[src/rtl/disp_scan_pkg.sv]
// Shared constants and types for the four-digit multiplexed display scanner.
// The leading-zero-blank helper exists only when DISP_LZB_EN is defined.
package disp_pkg;

  localparam int unsigned NUM_DIGITS = 4;
  localparam logic [NUM_DIGITS-1:0] AN_RESET = 4'b1110;

  typedef struct packed {
    logic [15:0] hex;
    logic [3:0]  points;
    logic [3:0]  les;
  } disp_word_t;

`ifdef DISP_LZB_EN
  // Digit idx is blank when it and every more-significant nibble are zero; digit 0 always shows.
  function automatic logic lzb_blank(input logic [15:0] hex, input logic [1:0] idx);
    logic blank;
    blank = 1'b0;
    case (idx)
      2'd1:    blank = (hex[15:4] == '0);
      2'd2:    blank = (hex[15:8] == '0);
      2'd3:    blank = (hex[15:12] == '0);
      default: blank = 1'b0;
    endcase
    return blank;
  endfunction
`endif

endpackage

[src/rtl/disp_scan_if.sv]
// Host-side load channel of the display scanner: content write strobe and frame-update pulse.
interface disp_scan_if;
  logic [15:0] hexs;
  logic [3:0]  points;
  logic [3:0]  les;
  logic        load;
  logic        frame;

  modport master (output hexs, points, les, load, input frame);
  modport slave  (input hexs, points, les, load, output frame);
endinterface

[src/rtl/disp_scan_tick.sv]
// Free-running scan prescaler; tick marks the last clock of each digit slot.
module scan_tick #(
  parameter int unsigned DIV_W = 17
) (
  input  logic             clk,
  input  logic             rst_n,
  output logic [DIV_W-1:0] cnt,
  output logic             tick
);

  logic [DIV_W-1:0] cnt_q, cnt_d;

  always_comb begin
    cnt_d = cnt_q + DIV_W'(1);
  end

  always_ff @(posedge clk or negedge rst_n) begin
    if (!rst_n) cnt_q <= '0;
    else        cnt_q <= cnt_d;
  end

  assign cnt  = cnt_q;
  assign tick = &cnt_q;

endmodule

[src/rtl/disp_scan.sv]
// Four-digit multiplexed 7-segment scanner with double-buffered content and ghost blanking.
// Optional leading-zero blanking is built when DISP_LZB_EN is defined.
module disp_scan
  import disp_pkg::*;
#(
  parameter int unsigned DIV_W     = 17,
  parameter int unsigned GHOST_CYC = 4
) (
  input  logic                  clk,
  input  logic                  rst_n,
  disp_scan_if.slave            host,
  output logic [NUM_DIGITS-1:0] AN,
  output logic [3:0]            HEX,
  output logic                  point,
  output logic                  LE
);

  localparam logic [DIV_W-1:0] GHOST = DIV_W'(GHOST_CYC);

  logic [DIV_W-1:0]      cnt;
  logic                  tick;
  logic                  boundary;
  logic                  lzb;

  logic [1:0]            idx_q, idx_d;
  disp_word_t            pend_q, pend_d;
  disp_word_t            active_q, active_d;
  logic                  pend_valid_q, pend_valid_d;
  logic                  frame_q, frame_d;
  logic [NUM_DIGITS-1:0] an_q, an_d;
  logic [3:0]            hex_q, hex_d;
  logic                  point_q, point_d;
  logic                  le_q, le_d;

  scan_tick #(.DIV_W(DIV_W)) u_tick (
    .clk   (clk),
    .rst_n (rst_n),
    .cnt   (cnt),
    .tick  (tick)
  );

`ifdef DISP_LZB_EN
  assign lzb = lzb_blank(active_q.hex, idx_q);
`else
  assign lzb = 1'b0;
`endif

  always_comb begin
    idx_d        = idx_q;
    pend_d       = pend_q;
    pend_valid_d = pend_valid_q;
    active_d     = active_q;
    frame_d      = 1'b0;
    boundary     = tick && (idx_q == 2'd3);

    if (tick) idx_d = idx_q + 2'd1;

    // Transfer takes the old pending word; a coincident load then refills pending.
    if (boundary && pend_valid_q) begin
      active_d     = pend_q;
      pend_valid_d = 1'b0;
      frame_d      = 1'b1;
    end
    if (host.load) begin
      pend_d       = {host.hexs, host.points, host.les};
      pend_valid_d = 1'b1;
    end

    an_d    = ~(NUM_DIGITS'(1) << idx_q);
    hex_d   = active_q.hex[{idx_q, 2'b00} +: 4];
    point_d = active_q.points[idx_q];
    le_d    = active_q.les[idx_q] | (cnt < GHOST) | lzb;
  end

  always_ff @(posedge clk or negedge rst_n) begin
    if (!rst_n) begin
      idx_q        <= '0;
      pend_q       <= '0;
      pend_valid_q <= 1'b0;
      active_q     <= '0;
      frame_q      <= 1'b0;
      an_q         <= AN_RESET;
      hex_q        <= '0;
      point_q      <= 1'b0;
      le_q         <= 1'b1;
    end else begin
      idx_q        <= idx_d;
      pend_q       <= pend_d;
      pend_valid_q <= pend_valid_d;
      active_q     <= active_d;
      frame_q      <= frame_d;
      an_q         <= an_d;
      hex_q        <= hex_d;
      point_q      <= point_d;
      le_q         <= le_d;
    end
  end

  assign AN         = an_q;
  assign HEX        = hex_q;
  assign point      = point_q;
  assign LE         = le_q;
  assign host.frame = frame_q;

endmodule

[src/flat_wrapper.sv]
// flat-port wrapper written by rule: the top's interface ports become plain ports
module disp_scan_flat import disp_pkg::*;
#(
  parameter int unsigned DIV_W     = 17,
  parameter int unsigned GHOST_CYC = 4
)
  (clk, rst_n, AN, HEX, point, LE, host_hexs, host_points, host_les, host_load, host_frame);
  disp_scan_if host_i ();
  input  logic clk;
  input  logic rst_n;
  output logic [NUM_DIGITS-1:0] AN;
  output logic [3:0] HEX;
  output logic point;
  output logic LE;
  input wire logic [$bits(host_i.hexs)-1:0] host_hexs;
  input wire logic [$bits(host_i.points)-1:0] host_points;
  input wire logic [$bits(host_i.les)-1:0] host_les;
  input wire logic [$bits(host_i.load)-1:0] host_load;
  output wire logic [$bits(host_i.frame)-1:0] host_frame;
  assign host_i.hexs = host_hexs;
  assign host_i.points = host_points;
  assign host_i.les = host_les;
  assign host_i.load = host_load;
  assign host_frame = host_i.frame;
  disp_scan #(.DIV_W(DIV_W), .GHOST_CYC(GHOST_CYC)) u_core (.clk(clk), .rst_n(rst_n), .host(host_i), .AN(AN), .HEX(HEX), .point(point), .LE(LE));
endmodule
[config.mk]
export PLATFORM = sky130hd
export DESIGN_NAME = disp_scan_flat
export DESIGN_NICKNAME = d
export VERILOG_FILES = /design/src/rtl/disp_scan_pkg.sv /design/src/rtl/disp_scan_if.sv /design/src/rtl/disp_scan_tick.sv /design/src/rtl/disp_scan.sv /design/src/flat_wrapper.sv
export SDC_FILE = /design/constraint.sdc
export NUM_CORES = 1
export LEC_CHECK = 0
export CAP_MARGIN = 20
export CORE_MARGIN = 1
export CORE_UTILIZATION = 27
export CTS_CLUSTER_DIAMETER = 40
export DETAILED_ROUTE_END_ITERATION = 6
export HOLD_SLACK_MARGIN = 0.02
export MAX_ROUTING_LAYER = met4
export PLACE_DENSITY = 0.52
export SLEW_MARGIN = 40
export SYNTH_ARGS = -nofsm -noshare
export SYNTH_HDL_FRONTEND = slang
export SYNTH_SLANG_ARGS = --single-unit
[constraint.sdc]
create_clock -name clk -period 2.4 [get_ports clk]
set_input_delay 0.24 -clock clk [delete_from_list [all_inputs] [get_ports clk]]
set_output_delay 0.24 -clock clk [all_outputs]
set_load 0.005 [all_outputs]
==> impl_metrics.ini <==
[worst_setup_path]
reg2reg_depth = 8
endpoint_kind = flop
cp-endpoint = u_core.active_q[10]
rrSetupSlack_ps = 160
worst-endpoint-arrival_ps = 2450
startpoint_type = flop
cp.required_ps = 2610
rr_endpoint = u_core.active_q[10]
timing.rr.start = u_core.u_tick.cnt[7]
path_max_fanout = 10
path_class = reg -> reg
critPathLaunch = u_core.u_tick.cnt[7]

[global_routing]
antenna_found_initial = 0
grt-busiest-layer = met2
globalRouteMet1Util_pct = 13.25
grt_usage_pct = 10.72
overflow = 0
grt_pass1_vias = 1889
use_met2_pct = 16.22
grt_max_degree = 43
use_met3_pct = 3.557
grt_pass1_wl_um = 9128

[detailed_routing]
ant_nets = 0
wl_per_cell_um = 13.32
dr.pass1.iters = 4
drt-vias-per-instance = 4.289
drc = 0
wl_um = 5261
first_iter_violations = 64
dr_total_vias = 1694

[placement]
dp_slack_ps = 161.8
dpl.hpwl_um = 3576
placed_cells = 378
place_congestion = 0.7259
io_buffers = 37

[synth]
synth_fp_nets = 233
synth-seq-area-share_pct = 63.72
ys_ff_latch = 79
async_flop_share_pct = 100.0
syn_avg_cell_area_um2 = 15.55
synth.distinct_cells = 23
synthCells = 200
netlist_area_mm2 = 0.003110
synth_ff_type = dfrtp_1
yosysWarnings = 0
synth_edf_count = 0

[outcome]
status = completed

[flow_run]
cap_viol_max_count = 0

[sta]
clock.fmax_mhz = 446.8
fin_skew_ps = 5.569
fin_ws_ps = 161.9
worst_pin_slew_ps = 541.1
setup_viol = 0
rsz0062_at_grt = no
finalSetupTns_ps = 0
period_minus_slack_ps = 2238
slew_headroom_pct = 63.93
hold_viol = 0
fin_crit_sh_pct = 93.26
slew_violations = 0

[clock_network]
hold_buffers = 1
clock-sinks = 79
htree_levels = 3
cts_tree = yes
clock_latency_ps = 320
clockRootBuffer = clkbuf_16
clk_pin_slew_ps = 60
post_cts_buffers = 0
cts_resized = 0
clockBufferDepth = 2
cts-buffers-inserted = 9

[power]
internal-power_mw = 2.279
clock_power_share_pct = 46.4
power_density_mw_per_mm2 = 707.4
combPwrFrac_pct = 4.5
seq_power_share_pct = 49.2
cellLeakagePower_nw = 1.848
ir_worst_vdd_uv = 362.5
switching_share_pct = 19.60
p_switching_mw = 0.5556

[finish]
drive_gt1_share_pct = 32.55
layout.nets = 283
fill_cells = 1076
area_growth_pct = 28.84
antenna_cells = 0
fin_cells = 395

[die]
start_util_pct = 28.20
dieArea_mm2 = 0.01195
core_mm2 = 0.01103
rows = 38
io_pins = 38
fp.dieH_um = 109.3
die_w_um = 109.3

[worst_hold_path]
min_path_type = in -> async
## how the worst min path moves through the flow
stage,end,startpoint,cells past startpoint,slack (ps)
floorplan,u_core.AN[0],rst_n,0,-60
global placement,u_core.pend_q[15],rst_n,1,260
CTS,u_core.active_q[15],rst_n,2,460
global route,u_core.pend_q[23],rst_n,2,500
finish,u_core.active_q[15],rst_n,2,440
detailed placement,u_core.active_q[15],rst_n,1,260
## through the flow
step / util, % / power, mW / instance area, um^2 / hold WS [ps]
after floorplan: - / 1.460 / 3110 / -55.59
after global placement: 33.60 / 1.544 / 3706 / 261.6
after detailed placement: 33.60 / 1.548 / 3706 / 264.9
after CTS: 36.33 / 2.887 / 4008 / 456.2
after global routing: 36.33 / 2.962 / 4008 / 499.5
final: 36.33 / 2.835 / 4008 / 444.5
## state kept, by name (all words and copies together) (netlist names)
signal               cells
u_core.pend_valid_q      1
u_core.LE                1
u_core.HEX               4
u_core.u_tick.cnt       17
u_core.point             1
u_core.pend_q           24
u_core.host.frame        1
u_core.AN                4
u_core.active_q         24
u_core.idx_q             2
## cell usage after synthesis, drive strengths merged, types with 3 or more instances
cell,count,area share (%)
and3,5,1.0
buf,5,0.80
dfrtp,75,60
dfstp,4,3.4
ha,6,2.4
inv,8,0.97
mux2,48,17
mux4,6,4.3
nand2,6,0.72
nand3,5,0.97
nand4,3,0.60
nor4,3,0.60
xnor2,10,2.8
xor2,5,1.4
## cells in the final DEF, fill, tap and decap left out
cell | synthesis | routed
a21o_1 | 1 | 1
a31o_2 | 1 | 1
and2_1 | 2 | 2
and3_1 | 5 | 5
and4_1 | 2 | 2
buf_12 | 0 | 2
buf_4 | 0 | 7
bufinv_16 | 0 | 1
clkbuf_1 | 2 | 2
clkbuf_16 | 0 | 9
clkbuf_8 | 0 | 1
clkdlybuf4s50_1 | 0 | 36
clkinv_2 | 0 | 3
dfrtp_1 | 75 | 75
dfstp_2 | 4 | 4
dlygate4sd3_1 | 0 | 1
ha_1 | 6 | 6
inv_1 | 8 | 8
mux2_2 | 48 | 48
mux4_2 | 6 | 6
nand2_1 | 6 | 6
nand3_1 | 4 | 4
nand3_2 | 1 | 1
nand4_1 | 3 | 3
nor2_1 | 1 | 1
nor4_1 | 3 | 3
o21ai_0 | 1 | 1
or4_1 | 1 | 1
xnor2_1 | 10 | 10
xor2_1 | 5 | 5
## logic make-up after synthesis
group	synth area share (%)
DFF	63.72
adders and majority gates	2.413
xor gates and xnor gates	4.223
and+or+nand+nor	5.229
muxes	21.72
buffers and inverters	2.011
AOI/OAI and AO/OA	0.6838
## critical path, stage by stage (launching register included)
cell and delay, ps:
dfrtp_1 430, and4_1 250, and3_1 210, and3_1 210, and3_1 180, ha_1 200
nand3_2 110, buf_4 190, mux2_2 350
## layout make-up
class	instances	area [um^2]	area share [%]
well taps	140	175.2	4.371
repair buffers	46	462.9	11.55
multi-input cells	106	1066	26.60
clock inverters	4	45.04	1.124
clock buffers	12	246.5	6.150
inverters	8	30.03	0.7493
flip-flops and latches	79	1982	49.45
## per-layer routing
layer / vias up / wire, um / part of all wire [%]
li1: 800 / - / -
met1: 861 / 2508 / 48
met2: 29 / 2527 / 48
met3: 4 / 150 / 2.9
met4: 0 / 74 / 1.4
met5: - / 0 / 0
## power by group through the flow
stage / sequential [mW] / combinational [mW] / clock (mW)
floorplan: 1.41 / 0.0497 / 0
global placement: 1.42 / 0.127 / 0
detailed placement: 1.42 / 0.129 / 0
CTS: 1.39 / 0.131 / 1.36
global route: 1.40 / 0.141 / 1.42
finish: 1.39 / 0.126 / 1.31
No activity file was read; power rests on OpenSTA's default activity.
